===== src/rtl/pc_fetch_unit.sv =====
`default_nettype none
// ============================================================================
//  Module   : pc_fetch_unit
//  Purpose  : Program-counter owner and instruction fetch front end. Issues
//             one memory request per cycle and queues PC-tagged instructions
//             for decode behind a valid/ready handshake.
//  Revision : 1.0
// ============================================================================
module pc_fetch_unit #(
    parameter int              XLEN         = 32,
    parameter int              STEP         = 4,
    parameter int              DEPTH        = 4,
    parameter logic [XLEN-1:0] RESET_VECTOR = '0
) (
    input  logic            clk,
    input  logic            reset,
    input  logic            enable,
    input  logic            redirect_valid,
    input  logic [XLEN-1:0] redirect_pc,
    output logic            imem_req,
    output logic [XLEN-1:0] imem_addr,
    input  logic [XLEN-1:0] imem_rdata,
    output logic            inst_valid,
    input  logic            inst_ready,
    output logic [XLEN-1:0] inst_data,
    output logic [XLEN-1:0] inst_pc,
    output logic            misalign_err,
    output logic [XLEN-1:0] pc_out
);

    localparam int                  c_ALIGN_BITS = $clog2(STEP);
    localparam int                  c_PTR_W      = $clog2(DEPTH);
    localparam int                  c_CNT_W      = c_PTR_W + 1;
    localparam logic [c_CNT_W-1:0]  c_DEPTH      = c_CNT_W'(DEPTH);
    localparam logic [XLEN-1:0]     c_STEP       = XLEN'(STEP);

    typedef enum logic [1:0] {
        ST_IDLE  = 2'd0,
        ST_FETCH = 2'd1,
        ST_HALT  = 2'd2
    } state_t;

    state_t               state_q,    state_d;
    logic [XLEN-1:0]      pc_q,       pc_d;
    logic [XLEN-1:0]      req_pc_q,   req_pc_d;
    logic                 inflight_q, inflight_d;
    logic [c_PTR_W-1:0]   wr_ptr_q,   wr_ptr_d;
    logic [c_PTR_W-1:0]   rd_ptr_q,   rd_ptr_d;
    logic [c_CNT_W-1:0]   count_q,    count_d;
    logic                 misalign_q, misalign_d;

    logic [XLEN-1:0]      data_mem [DEPTH];
    logic [XLEN-1:0]      tag_mem  [DEPTH];

    logic                 w_misaligned;
    logic                 w_redirect;
    logic                 w_issue;
    logic                 w_push;
    logic                 w_pop;
    logic [c_CNT_W-1:0]   w_used;

    generate
        if (c_ALIGN_BITS > 0) begin : g_align_chk
            assign w_misaligned = |redirect_pc[c_ALIGN_BITS-1:0];
        end else begin : g_no_align_chk
            assign w_misaligned = 1'b0;
        end
    endgenerate

    // Credits cover queued entries plus the one response that may still land,
    // so a push can never find the queue full.
    assign w_used     = count_q + {{(c_CNT_W-1){1'b0}}, inflight_q};
    assign w_redirect = redirect_valid && (state_q != ST_HALT);
    assign w_issue    = (state_q == ST_FETCH) && enable && !redirect_valid
                        && (w_used < c_DEPTH);
    assign w_push     = inflight_q && !redirect_valid && (state_q == ST_FETCH);
    assign w_pop      = inst_valid && inst_ready;

    always_comb begin
        state_d    = state_q;
        pc_d       = pc_q;
        req_pc_d   = req_pc_q;
        inflight_d = w_issue;
        wr_ptr_d   = wr_ptr_q;
        rd_ptr_d   = rd_ptr_q;
        count_d    = count_q;
        misalign_d = misalign_q;

        if (state_q == ST_IDLE) begin
            state_d = ST_FETCH;
        end

        if (w_issue) begin
            req_pc_d = pc_q;
        end

        if (w_push) begin
            wr_ptr_d = wr_ptr_q + c_PTR_W'(1);
        end
        if (w_pop) begin
            rd_ptr_d = rd_ptr_q + c_PTR_W'(1);
        end
        case ({w_push, w_pop})
            2'b10:   count_d = count_q + c_CNT_W'(1);
            2'b01:   count_d = count_q - c_CNT_W'(1);
            default: count_d = count_q;
        endcase

        // Redirect overrides every queue update made above.
        if (w_redirect) begin
            wr_ptr_d = '0;
            rd_ptr_d = '0;
            count_d  = '0;
            if (w_misaligned) begin
                state_d    = ST_HALT;
                misalign_d = 1'b1;
            end else begin
                pc_d = redirect_pc;
            end
        end else if (w_issue) begin
            pc_d = pc_q + c_STEP;
        end
    end

    always_ff @(posedge clk or posedge reset) begin
        if (reset) begin
            state_q    <= ST_IDLE;
            pc_q       <= RESET_VECTOR;
            req_pc_q   <= '0;
            inflight_q <= 1'b0;
            wr_ptr_q   <= '0;
            rd_ptr_q   <= '0;
            count_q    <= '0;
            misalign_q <= 1'b0;
        end else begin
            state_q    <= state_d;
            pc_q       <= pc_d;
            req_pc_q   <= req_pc_d;
            inflight_q <= inflight_d;
            wr_ptr_q   <= wr_ptr_d;
            rd_ptr_q   <= rd_ptr_d;
            count_q    <= count_d;
            misalign_q <= misalign_d;
        end
    end

    always_ff @(posedge clk) begin
        if (w_push) begin
            data_mem[wr_ptr_q] <= imem_rdata;
            tag_mem[wr_ptr_q]  <= req_pc_q;
        end
    end

    assign imem_req     = w_issue;
    assign imem_addr    = w_issue ? pc_q : '0;
    assign inst_valid   = (count_q != '0);
    assign inst_data    = inst_valid ? data_mem[rd_ptr_q] : '0;
    assign inst_pc      = inst_valid ? tag_mem[rd_ptr_q] : '0;
    assign misalign_err = misalign_q;
    assign pc_out       = pc_q;

    property p_no_overflow;
        @(posedge clk) disable iff (reset)
            !(w_push && !w_pop && (count_q == c_DEPTH));
    endproperty
    a_no_overflow: assert property (p_no_overflow);

endmodule
`default_nettype wire


===== config.mk =====
export PLATFORM = sky130hd
export DESIGN_NAME = pc_fetch_unit
export DESIGN_NICKNAME = d
export VERILOG_FILES = /design/src/rtl/pc_fetch_unit.sv
export SDC_FILE = /design/constraint.sdc
export NUM_CORES = 1
export LEC_CHECK = 0
export BUFFER_PORTS_ARGS = -buffer_cell sky130_fd_sc_hd__buf_2
export CORE_UTILIZATION = 61
export DETAILED_ROUTE_END_ITERATION = 8
export PLACE_DENSITY = 0.85
export SLEW_MARGIN = 15
export SYNTH_ARGS = -nofsm -noshare
export SYNTH_HDL_FRONTEND = slang
export SYNTH_SLANG_ARGS = --single-unit

===== constraint.sdc =====
create_clock -name clk -period 8.65 [get_ports clk]
set_clock_uncertainty 0.05 [all_clocks]
set_input_delay 0.4325 -clock clk [delete_from_list [all_inputs] [get_ports clk]]
set_output_delay 0.4325 -clock clk [all_outputs]
set_load 0.005 [all_outputs]

==> flow_summary_export.csv, run 1 <==
group,metric,value,unit
sta,finalSetupViolCount,0,
grt,grt_max_degree,76,
cts,cts_sinks,331,
cells_and_area,final_nets,1066,
grt,grt_pass1_wl,43.9,mm
sta,tightest_slew,1.06,ns
cts,cts_setup_buffers,0,
routing,dr.pass1.iters,7,
yosys,synth_area_leaders,"edfxtp_1 57%, dfrtp_1 14%, mux4_2 11%, and2_1 4.6%, a21o_1 1.7%",
cts,clk_path_buf_depth,3,
yosys,synth_area,13400,sq um
yosys,ys_seq_area_share,71.4,%
worst_setup_path,critPathTopFamily,"buffers and inverters",
worst_setup_path,cp.required,8.17,ns
sta,timing.fmax,0.288,GHz
floorplan,core_area,21300,sq um
sta,hold_ws,0.0280,ns
sta,slew_headroom,29.3,%
cells_and_area,synthToLayoutAreaGrowth,16.8,%
cts,h-tree-depth,1,
cts,cts.clk_slew.worst_paths,0.06,ns
sta,period_share,40.1,%
grt,antenna_found_initial,0,
floorplan,dieHeight,150,um
floorplan,pin_count,200,
sta,finalSetupTns,0,ns
yosys,synthTopCellsByCount,"256 x edfxtp_1, 98 x and2_1, 75 x dfrtp_1",
routing,viasPerCell,6.12,
floorplan,start_util,62.9,%
worst_setup_path,crit_path_top_delay_cell,"buf_4",
routing,drc,0,
yosys,synth_top_area_share,57.4,%
cells_and_area,drive_above_1_share,33.0,%
sta,hold_viol,0,
worst_setup_path,arrival,2.99,ns
yosys,dominantRegCellSynth,"edfxtp_1",
yosys,syn_inst,794,
grt,grt_pass1_vias,7940,
place,placed_area,14600,sq um
cts,ctsResizeCount,0,
yosys,synth_warnings,0,
worst_setup_path,reg2reg_slack,5.88,ns
routing,ant_nets,0,
yosys,synth.most_common_cell,"edfxtp_1",
yosys,syn-num-nets,869,
sta,rsz0062_at_grt,"no",
hold_path,hold_end,"data_mem[1][24]$_DFFE_PP_",
worst_setup_path,worstPathCellList,"buf_4, mux4_2, and2_1, buf_2",
worst_setup_path,crit_type,"reg -> out",
cells_and_area,final_cells,1288,
yosys,synth-async-reset-ratio,22.7,%
worst_setup_path,crit_path_max_fanout,53,
yosys,ys_types,54,
cts,numCtsBuffers,31,
hold_path,hold_path.class,"in -> reg",
floorplan,die-width,150,um
place,port_buffers,199,
floorplan,fp-row-count,53,
routing,drt-initial-drc-count,516,
cells_and_area,fin_area,15600,sq um
worst_setup_path,r2r-start,"state_q[1]$_DFF_PP0_",
sta,fin_crit,3.47,ns
worst_setup_path,r2r-end,"pc_out[13]$_DFFE_PP0P_",
place,place_congestion,0.866,
hold_path,whs_path_depth,1,
status,status,"complete, no violations",
yosys,avgSynthCellArea,16.9,sq um
worst_setup_path,reg2reg_depth,5,
hold_path,hp-start,"imem_rdata[24]",
routing,finalWirelength,28.1,mm
worst_setup_path,endpoint_kind,"output port",
power_and_ir_drop,p_leak,6.11,nW
grt,gr-usage-all-layers,25.9,%
cts,insertion_delay,0.57,ns
job,cap_violations,0,
grt,grt-ovfl-total,0,
place,dp_hpwl,16.9,mm
cts,cts_tree,"built",
worst_setup_path,cp-start-kind,"flop",
cts,cts_root_buffer,"clkbuf_16",
cells_and_area,antenna_cells,0,
yosys,synth_top_area_cell,"edfxtp_1",
worst_setup_path,cp_slowest_stage_delay,0.87,ns
floorplan,die_area,22500,sq um
power_and_ir_drop,totalPowerFinal,0.00412,W
yosys,synth-seq-cells,331,
routing,wl_per_cell,21.8,um
place,dp_cells,1233,
power_and_ir_drop,power_density,264,nW/um^2
cells_and_area,fillers,1296,
routing,vias,7877,
cts,ctsHoldBuffers,0,
worst_setup_path,crit_buf_inv,2,
sta,slew_viol_final,0,
power_and_ir_drop,ir_worst_vdd,0.000208,V
yosys,synth_edf_count,256,
stage by stage:
| stage | worst slack (ns) | utilization, % |
|---|---|---|
| global route | 4.96 | 73.5 |
| detailed placement | 5.68 | 68.8 |
| floorplan | 5.53 | - |
| finish | 5.18 | 73.5 |
| global placement | 5.67 | 68.8 |
| CTS | 5.07 | 73.5 |
where the power goes:
group | total [W] | leakage, nW | switching (W) | internal (W)
registers | 0.00188 | 3.22 | 0.000135 | 0.00174
clock network | 0.00131 | 0.492 | 0.000555 | 0.000758
logic | 0.000932 | 2.39 | 0.000379 | 0.000553
total | 0.00412 | 6.11 | 0.00107 | 0.00305
placed cells by master (no fill, tap or decap), types with 18 or more instances in the layout:
| cell type | instances |
|---|---|
| mux4_2 | 64 |
| and2_1 | 94 |
| clkbuf_16 | 31 |
| nor2_1 | 39 |
| edfxtp_1 | 256 |
| buf_2 | 199 |
| a21oi_1 | 18 |
| a21o_1 | 30 |
| nand2_1 | 30 |
| o21ai_0 | 20 |
| dfrtp_1 | 73 |
layout make-up:
type | instances | area, sq um | share of cell area [%]
clock inverters | 14 | 131 | 0.840
inverters | 11 | 42.5 | 0.272
flip-flops and latches | 331 | 9570 | 61.2
multi-input cells | 410 | 3630 | 23.2
clock buffers | 41 | 863 | 5.52
repair buffers | 206 | 1050 | 6.71
well taps | 275 | 344 | 2.20
cells by family after synthesis:
| logic type | synth area share, % |
|---|---|
| flip-flops | 71.4 |
| AND/OR/NAND/NOR | 9.15 |
| AO/OA/AOI/OAI | 5.90 |
| multiplexers | 10.9 |
| buffers and inverters | 1.58 |
| XOR/XNOR | 0.393 |
| adder cells (fa/ha/maj) | 0.617 |
sequential cells by signal (all words and copies together), names as in the netlist:
name          flops
rd_ptr_q          2
pc_out           32
count_q           3
tag_mem         128
misalign_err      1
inflight_q        1
data_mem        128
req_pc_q         32
state_q           2
wr_ptr_q          2
per-layer routing:
| metal | vias up | part of all wire [%] | global-route usage [%] |
|---|---|---|---|
| li1 | 3490 | - | - |
| met1 | 3953 | 40 | 35.8 |
| met2 | 387 | 49 | 42.5 |
| met3 | 47 | 8.3 | 4.79 |
| met4 | 0 | 2.1 | 8.08 |
| met5 | - | 0 | 0 |
worst max path at each step:
| stage | startpoint | slack (ns) | endpoint | depth (start not counted) |
|---|---|---|---|---|
| floorplan | redirect_valid | 5.53 | data_mem[0][0]$_DFFE_PP_ | 3 |
| global placement | redirect_valid | 5.67 | imem_addr[23] | 7 |
| detailed placement | rd_ptr_q[0]$_DFFE_PP0P_ | 5.68 | inst_pc[31] | 4 |
| CTS | rd_ptr_q[0]$_DFFE_PP0P_ | 5.07 | inst_data[22] | 4 |
| global route | rd_ptr_q[0]$_DFFE_PP0P_ | 4.96 | inst_pc[19] | 4 |
| finish | rd_ptr_q[0]$_DFFE_PP0P_ | 5.18 | inst_pc[18] | 4 |
(Power assumes the default switching activity.)
==> inputs of run 2 (changes only) <==
Settings changed: CORE_UTILIZATION 61 to 51, PLACE_DENSITY 0.85 to 0.75.
Clock period 8.65 ns to 3.05 ns, I/O delays scaled along.
==> run 2 against run 1 <==
Compared with the run above: sequential share of layout area shrank 4.0 points; critical endpoint is now imem_addr[22]; sequential cell count is the same; first-iteration DRC count grew 51%; routed wire length grew 8.2%; via count grew 4.7%; largest cell class unchanged.
==> flow_summary_export.csv, run 2 (synthesis gave the netlist of run 1 again) <==
group,metric,value,unit
status,status,"complete, no violations",
sta,finalSetupTns,0,ns
sta,hold_viol,0,
sta,slew_headroom,29.9,%
power_and_ir_drop,p_clk_share,35.1,%
power_and_ir_drop,p_leak,6.35,nW
worst_setup_path,cp-start-kind,"flop",
routing,viasPerCell,5.74,
sta,fin_ws,0.387,ns
routing,wl_per_cell,21.2,um
sta,fin_crit,2.66,ns
routing,drt-initial-drc-count,778,
floorplan,die-width,164,um
cells_and_area,drive_above_1_share,31.7,%
sta,timing.fmax,0.376,GHz
sta,slew_viol_final,0,
cts,numCtsBuffers,35,
floorplan,fp-row-count,58,
floorplan,core_area,25500,sq um
worst_setup_path,crit_type,"reg -> out",
routing,dr.pass1.iters,6,
sta,finalSetupViolCount,0,
place,port_buffers,199,
cts,cts_sinks,331,
floorplan,start_util,52.6,%
place,place_congestion,0.865,
cts,cts.clk_slew.worst_paths,0.06,ns
grt,grt_max_degree,67,
floorplan,dieHeight,164,um
worst_setup_path,worstPathCellList,"nor4bb_1, o21ai_4, inv_1, buf_12, and2_1, buf_2",
place,dp_cells,1303,
power_and_ir_drop,power_density,712,nW/um^2
cells_and_area,layout_common_cells,"256 x edfxtp_1, 199 x buf_2, 94 x and2_1, 73 x dfrtp_1, 68 x dlygate4sd3_1",
sta,rsz0062_at_grt,"no",
cts,cts_root_buffer,"clkbuf_16",
worst_setup_path,cp_slowest_stage_delay,0.48,ns
worst_setup_path,endpoint_kind,"output port",
worst_setup_path,crit_path_max_fanout,38,
cells_and_area,final_cells,1435,
power_and_ir_drop,intPower,0.00885,W
cells_and_area,fillers,1788,
worst_setup_path,crit_path_top_delay_cell,"nor4bb_1",
cts,cts_setup_buffers,0,
job,cap_violations,0,
power_and_ir_drop,p_comb_share,20.6,%
floorplan,pin_count,200,
cells_and_area,antenna_cells,0,
grt,antenna_found_initial,0,
cells_and_area,reg.largest.list,"data_mem: 128 flops, tag_mem: 128 flops",
power_and_ir_drop,totalPowerFinal,0.0119,W
cts,h-tree-depth,2,
worst_setup_path,cp.required,2.85,ns
cts,ctsHoldBuffers,68,
sta,tightest_slew,1.05,ns
power_and_ir_drop,switching_share,25.6,%
grt,grt_pass1_vias,8347,
cells_and_area,final_nets,1153,
power_and_ir_drop,ir_worst_vdd,0.000674,V
routing,ant_nets,0,
floorplan,die_area,26900,sq um
sta,period_share,87.3,%
cts,clk_path_buf_depth,3,
routing,drc,0,
grt,gr-usage-all-layers,23.4,%
place,preCtsSetupSlack,0.460,ns
hold_path,hold_path.class,"in -> reg",
cts,cts_tree,"built",
routing,vias,8244,
routing,finalWirelength,30.4,mm
power_and_ir_drop,power.net_switching,0.00305,W
place,dp_hpwl,18.7,mm
cts,ctsResizeCount,0,
grt,grt_pass1_wl,46.9,mm
grt,grt-ovfl-total,0,
cts,insertion_delay,0.52,ns
cells_and_area,final_common_cell,"edfxtp_1",
worst_setup_path,arrival,2.46,ns
power_and_ir_drop,seqPwrFrac,44.3,%
cells_and_area,synthToLayoutAreaGrowth,24.9,%
[run 2: worst paths after layout]
kind | startpoint | endpoint | cells past startpoint | slack [ns]
worst min register to register | misalign_err$_DFFE_PP0P_ | misalign_err$_DFFE_PP0P_ | 1 | 0.41
min in group asynchronous | reset | pc_out[17]$_DFFE_PP0P_ | 3 | 0.19
worst max-delay path | state_q[1]$_DFF_PP0_ | imem_addr[22] | 6 | 0.39
max in group asynchronous | reset | req_pc_q[12]$_DFFE_PP0P_ | 4 | 1.98
worst min-delay path | redirect_pc[0] | pc_out[6]$_DFFE_PP0P_ | 4 | 0.09
worst max register to register | state_q[1]$_DFF_PP0_ | pc_out[13]$_DFFE_PP0P_ | 6 | 0.45
[run 2: layout make-up]
type                       count  area (sq um)  share of cell area, %
inverter                      11          42.5                  0.254
clock inverter                20           215                   1.29
multi-input combinational    410          3630                   21.7
clock buffer                  44           910                   5.44
sequential                   331          9570                   57.3
timing repair buffer         289          1930                   11.5
tap                          330           413                   2.47
[run 2: metal layers]
layer / routed length (um) / vias up / GRT usage [%]
met4: 497 / 0 / 5.56
met3: 2270 / 42 / 4.72
met1: 12900 / 4176 / 32.5
met2: 14700 / 369 / 38.2
met5: 0 / - / 0
li1: - / 3657 / -
[run 2: critical path: cells and delay by family, from the launching register on]
family / cells / cell delay, ns
buffers and inverters: 3 / 0.65
AO/OA/AOI/OAI: 1 / 0.10
AND/OR/NAND/NOR: 2 / 0.78
flip-flops: 1 / 0.42
[run 2: power groups by stage]
stage                     Clock, W  Combinational [W]  Sequential (W)
after global placement           0            0.00240         0.00536
after floorplan                  0            0.00166         0.00513
final                      0.00418            0.00245         0.00527
after CTS                  0.00425            0.00251         0.00528
after global routing       0.00440            0.00271         0.00531
after detailed placement         0            0.00243         0.00537
[run 2: stage by stage]
step	area (sq um)	util (%)	hold slack, ns
2_1_floorplan	13400	-	0.201
3_3_place_gp	14900	58.5	0.160
3_5_place_dp	14900	58.5	0.164
4_1_cts	16700	65.6	0.0547
5_1_grt	16700	65.6	0.0989
6_report	16700	65.6	0.0871
